--- config.mk ---
export PLATFORM = sky130hd
export DESIGN_NAME = operand_driver
export DESIGN_NICKNAME = d
export VERILOG_FILES = /design/src/rtl/operand_driver.sv
export SDC_FILE = /design/constraint.sdc
export NUM_CORES = 1
export LEC_CHECK = 0
export BUFFER_PORTS_ARGS = -buffer_cell sky130_fd_sc_hd__buf_2
export CAP_MARGIN = 20
export CELL_PAD_IN_SITES_DETAIL_PLACEMENT = 1
export CELL_PAD_IN_SITES_GLOBAL_PLACEMENT = 1
export CORE_ASPECT_RATIO = 0.8
export CORE_MARGIN = 2
export CORE_UTILIZATION = 25
export CTS_BUF_LIST = sky130_fd_sc_hd__clkbuf_4 sky130_fd_sc_hd__clkbuf_8
export CTS_CLUSTER_DIAMETER = 120
export DETAILED_ROUTE_END_ITERATION = 10
export PLACE_DENSITY = 0.53
export SLEW_MARGIN = 20
export SYNTH_ARGS = -nofsm -noshare
export SYNTH_HDL_FRONTEND = slang
export SYNTH_SLANG_ARGS = --single-unit
--- constraint.sdc ---
create_clock -name clk_dut -period 15.5 [get_ports clk_dut]
set_clock_uncertainty 0.1 [all_clocks]
set_input_delay 0.775 -clock clk_dut [delete_from_list [all_inputs] [get_ports clk_dut]]
set_output_delay 0.775 -clock clk_dut [all_outputs]
set_load 0.05 [all_outputs]
--- src/rtl/operand_driver.sv ---
// Operand driver: 3-stage operand pipeline with bit masks, monitor delay line,
// and a marker-based FSM that measures the latency of the attached DUT.
module operand_driver #(
    parameter int unsigned WIDTH   = 32,
    parameter int unsigned N_OPS   = 2,
    parameter int unsigned K       = 8,
    parameter int unsigned MON_LAT = 2
) (
    input  logic                     clk_dut,
    input  logic                     reset,
    input  logic [N_OPS*WIDTH-1:0]   i_rand,
    input  logic [WIDTH-1:0]         i_dut_out,
    input  logic                     i_fselect,
    input  logic [N_OPS*WIDTH-1:0]   i_fmanual,
    input  logic [N_OPS*WIDTH-1:0]   i_fbitset,
    input  logic [N_OPS*WIDTH-1:0]   i_fbitclr,
    input  logic                     i_remeasure,
    output logic [31:0]              o_dut_delay,
    output logic                     o_delay_valid,
    output logic                     o_timeout,
    output logic [N_OPS*WIDTH-1:0]   o_drive_dut,
    output logic [N_OPS*WIDTH-1:0]   o_drive_mon
);

    localparam int unsigned BUS_W   = N_OPS * WIDTH;
    localparam logic [K-1:0] CNT_MAX = '1;

    typedef enum logic [5:0] {
        S_IDLE    = 6'b000001,
        S_FLUSH   = 6'b000010,
        S_INJECT  = 6'b000100,
        S_COUNT   = 6'b001000,
        S_DONE    = 6'b010000,
        S_TIMEOUT = 6'b100000
    } state_t;

    state_t           state_q, state_d;
    logic [K-1:0]     flush_cnt_q, flush_cnt_d;
    logic [K-1:0]     delay_cnt_q, delay_cnt_d;
    logic [K-1:0]     lat_q, lat_d;
    logic             armed_q, armed_d;
    logic [31:0]      dut_delay_q, dut_delay_d;
    logic             valid_q, valid_d;
    logic             timeout_q, timeout_d;

    logic [BUS_W-1:0] s1_q, s1_d, s2_q, s2_d, s3_q, s3_d;
    logic             tag1_q, tag1_d, tag2_q, tag2_d, tag3_q, tag3_d;
    logic             mask_byp;

    // Delay-measurement FSM next state, counters and registered status outputs
    always_comb begin
        state_d     = state_q;
        flush_cnt_d = flush_cnt_q;
        delay_cnt_d = delay_cnt_q;
        lat_d       = lat_q;
        armed_d     = armed_q;
        case (state_q)
            S_IDLE: begin
                flush_cnt_d = '0;
                delay_cnt_d = '0;
                armed_d     = 1'b0;
                if (!i_fselect) state_d = S_FLUSH;
            end
            S_FLUSH: begin
                if (flush_cnt_q != CNT_MAX) flush_cnt_d = flush_cnt_q + 1'b1;
                if (flush_cnt_q == CNT_MAX && i_dut_out != '0) state_d = S_INJECT;
            end
            S_INJECT: state_d = S_COUNT;
            S_COUNT: begin
                // marker is being loaded into stage 3 on this edge: count starts at 0
                if (tag2_q) begin
                    delay_cnt_d = '0;
                end else if (armed_q || tag3_q) begin
                    armed_d = 1'b1;
                    if (i_dut_out == '0) begin
                        lat_d   = delay_cnt_q;
                        state_d = S_DONE;
                    end else if (delay_cnt_q == CNT_MAX) begin
                        state_d = S_TIMEOUT;
                    end else begin
                        delay_cnt_d = delay_cnt_q + 1'b1;
                    end
                end
            end
            S_DONE, S_TIMEOUT: begin
                if (i_remeasure) state_d = S_IDLE;
            end
            default: state_d = S_IDLE;
        endcase
        if (i_fselect && state_q != S_DONE && state_q != S_TIMEOUT) state_d = S_IDLE;

        valid_d     = (state_d == S_DONE);
        timeout_d   = (state_d == S_TIMEOUT);
        dut_delay_d = valid_d ? 32'(lat_d) : 32'hFFFF_FFFF;
    end

    // Operand pipeline: source select, set mask, clear mask; markers carry a bypass tag
    always_comb begin
        mask_byp = i_fselect || state_q == S_FLUSH || state_q == S_INJECT || state_q == S_COUNT;
        if (i_fselect)               s1_d = i_fmanual;
        else if (state_q == S_INJECT) s1_d = '0;
        else                          s1_d = i_rand;
        tag1_d = (state_q == S_INJECT) && !i_fselect;
        s2_d   = (mask_byp || tag1_q) ? s1_q : (s1_q | i_fbitset);
        tag2_d = tag1_q;
        s3_d   = (mask_byp || tag2_q) ? s2_q : (s2_q & ~i_fbitclr);
        tag3_d = tag2_q;
    end

    // State, counter, pipeline and output registers
    always_ff @(posedge clk_dut or posedge reset) begin
        if (reset) begin
            state_q     <= S_IDLE;
            flush_cnt_q <= '0;
            delay_cnt_q <= '0;
            lat_q       <= '0;
            armed_q     <= 1'b0;
            dut_delay_q <= 32'hFFFF_FFFF;
            valid_q     <= 1'b0;
            timeout_q   <= 1'b0;
            s1_q        <= '0;
            s2_q        <= '0;
            s3_q        <= '0;
            tag1_q      <= 1'b0;
            tag2_q      <= 1'b0;
            tag3_q      <= 1'b0;
        end else begin
            state_q     <= state_d;
            flush_cnt_q <= flush_cnt_d;
            delay_cnt_q <= delay_cnt_d;
            lat_q       <= lat_d;
            armed_q     <= armed_d;
            dut_delay_q <= dut_delay_d;
            valid_q     <= valid_d;
            timeout_q   <= timeout_d;
            s1_q        <= s1_d;
            s2_q        <= s2_d;
            s3_q        <= s3_d;
            tag1_q      <= tag1_d;
            tag2_q      <= tag2_d;
            tag3_q      <= tag3_d;
        end
    end

    assign o_drive_dut   = s3_q;
    assign o_dut_delay   = dut_delay_q;
    assign o_delay_valid = valid_q;
    assign o_timeout     = timeout_q;

    // Monitor copy of the DUT operands, delayed by MON_LAT cycles
    if (MON_LAT == 0) begin : g_mon_comb
        assign o_drive_mon = s3_q;
    end else begin : g_mon_pipe
        logic [BUS_W-1:0] mon_q [MON_LAT];
        logic [BUS_W-1:0] mon_d [MON_LAT];

        // Shift-register next values
        always_comb begin
            mon_d[0] = s3_q;
            for (int unsigned i = 1; i < MON_LAT; i++) mon_d[i] = mon_q[i-1];
        end

        // Monitor delay registers
        always_ff @(posedge clk_dut or posedge reset) begin
            if (reset) begin
                for (int unsigned i = 0; i < MON_LAT; i++) mon_q[i] <= '0;
            end else begin
                mon_q <= mon_d;
            end
        end

        assign o_drive_mon = mon_q[MON_LAT-1];
    end

endmodule

==> results.md <==
* Initial antenna violation count at 4
* Total track usage at 14.2%
* Top post-synthesis cells by count: dfrtp_1 (355), nand2_1 (137), buf_4 (88)
* WL final at 37,500 um
* Routed vias/inst at 4.13
* Max Freq at 350 MHz
* Slew headroom at 31.4%
* Die Y at 206 um
* Maximum VDD drop at 49.2 uV
* Detailed Place HPWL at 26,500 um
* Top-count cell post-synth: dfrtp_1
* Initial Util at 25.5%
* Final Hold Fails at 0
* RSZ-0062 raised after global routing: false
* Static Leak at 8.31 nW
* Total CTS buffers at 61
* Final Core Density at 33.2%
* Cell area after layout at 0.0166 mm^2
* Mapped Avg Cell Area at 13.2 um^2
* Post-placement setup slack at 12,450 ps
* Routed WL per cell at 18.0 um
* Setup crit end kind: flop
* Worst-path fanout max at 38
* Max cap viols at 0
* Setup-failing EPs final at 0
* CTS root buffer: clkbuf_8
* Biggest area consumer among synthesized cells: dfrtp_1
* Ports at 454
* Inst Count DP at 1,972
* Via count at 8,612
* Setup bufs post-CTS at 0
* Largest net degree at the start of global routing at 181
* Worst EP arrival at 3330 ps
* Gpl congestion at 0.798
* Post-Layout Cell Count at 2,086
* First-pass GRT wire length at 56,800 um
* NumNets Final at 1,655
* Post-Syn Nets at 1,257
* Number of gates resized after CTS at 0
* Dpl cell area at 0.0151 mm^2
* Max Slew Vio Count at 0
* Worst-margin pin slew at 1020 ps
* IO buf count at 453
* Fin Setup TNS at 0 ps
* Clock latency at the later pin of the worst-skew pair at 660 ps
* Remaining global-route overflow at 0
* Vias in the first global route at 9,624
* Final setup margin at 12,650 ps
* Row count at 73
* Synth cell types at 45
* Htree depth at 2
* Initial drt markers at 307
* Hold WC Path Type: in2async
* Layout cell share with drive strength beyond 1 at 42.7%
* Worst-path clk slew at 70 ps
* Post-DRT Antenna Nets at 0
* Area Overhead vs Synth at 30.3%
* Yosys warnings at 0
* Fin crit period at 2850 ps
* Register area share after synthesis at 71.9%
* Pwr dens at 141 mW/mm^2
* DR pass1 iterations at 4
* Proportion of netlist area held by the largest area contributor at 69.8%
* CTS tree: done
* Deepest clock path buffer count at 3
* Core area at 0.0500 mm^2
* Drt drc at 0
* CP Launch Type: flop
* Syn Std Cell Area at 0.0127 mm^2
* Clk sink count at 365
* Die Area at 0.0527 mm^2
* Final period utilization at 18.4%
* Area contributors post-synth: dfrtp_1 (70%), buf_4 (5.2%), nand2_1 (4.0%), a21o_1 (3.8%), a21boi_0 (3.8%)
* Die width at 256 um
* Post-synth EDFFs at 0
* Mapped Cells at 963
* Outcome: complete, no violations
* WP data required at 15,980 ps
* Critical setup path kind: reg2reg
* Main flop type after synthesis: dfrtp_1
* Synth Register Bits at 365
* Async SR Flop Fraction at 100%
* Hold_buf cts at 0
-- power by group --
| part | switching [mW] | internal (mW) |
|---|---|---|
| Combinational | 0.213 | 0.0765 |
| Clock | 0.402 | 0.578 |
| Sequential | 0.0287 | 1.03 |
-- cell usage in the layout, fill, tap and decap left out, drive strengths merged, types with 3 or more instances in the layout --
cell	synthesis	layout
nor4	11	11
nand4	4	4
dfstp	10	10
o21ai	75	75
or2	3	3
nor3	3	3
buf	93	461
xnor2	5	5
a21oi	12	12
clkinvlp	0	3
mux2	8	8
nand2	138	138
clkinv	0	8
nand3b	11	11
or4	6	6
a21boi	64	64
a21o	65	65
clkbuf	33	94
o31ai	4	4
bufinv	0	5
inv	5	7
or3	5	5
dfrtp	355	355
nor2	15	15
nand3	14	14
-- flip-flops by register name, summed over array words and instances (netlist names), 6 cells and up --
name              count
delay_cnt_q           8
flush_cnt_q           8
g_mon_pipe.mon_d     64
lat_q                 8
o_drive_dut          64
o_drive_mon          64
o_dut_delay           9
s1_q                 64
s2_q                 64
state_q               6
-- logic make-up after synthesis --
group,share of synthesized area (%)
adder cells (fa/ha/maj),0.197
AND/OR/NAND/NOR,8.10
flip-flops,71.9
AO/OA/AOI/OAI,11.9
multiplexers,0.993
XOR/XNOR,0.413
buffers and inverters,6.53
-- worst max-delay path, cell delays in order, from the launching register on --
cell and delay, ps:
dfrtp_1 540, nor4_1 170, nand3_1 260, nand4b_1 290
nor2_4 620, buf_4 530, a21o_1 200
-- metrics by stage --
step	total power [mW]	hold slack [ps]
finish	2.33	183
global route	2.44	138
CTS	2.38	118
detailed placement	1.37	236
global placement	1.37	232
floorplan	1.28	231
-- worst paths after layout --
kind / start / to / slack (ps) / cells past startpoint
min in group clk_dut: i_fbitclr[55] / o_drive_dut[55] / 190 / 2
hold / removal: reset / o_drive_mon[28] / 180 / 2
hold reg to reg: g_mon_pipe.mon_d[43] / o_drive_mon[43] / 240 / 0
max in group asynchronous: reset / s2_q[59] / 13580 / 4
setup reg to reg: state_q[5] / s2_q[15] / 12650 / 6
setup / recovery: state_q[5] / s2_q[15] / 12650 / 6
-- area by class of cell --
| type | instances | area (um^2) |
|---|---|---|
| Timing Repair Buffer | 461 | 2360 |
| Inverter | 5 | 26.3 |
| Fill cell | 5598 | 33400 |
| Sequential cell | 365 | 9150 |
| Tap cell | 675 | 845 |
| Clock buffer | 94 | 1200 |
| Antenna cell | 1 | 2.50 |
| Multi-Input combinational cell | 467 | 2760 |
| Clock inverter | 18 | 233 |
-- layer usage --
layer | part of all wire, % | vias to the layer above | GRT usage (%)
met5 | 0.037 | - | 0
met4 | 2.1 | 2 | 4.80
met3 | 6.4 | 62 | 3.72
met2 | 49 | 294 | 23.7
met1 | 42 | 4301 | 17.8
li1 | - | 3953 | -
Note: power is estimated with default switching activity, not from simulation.
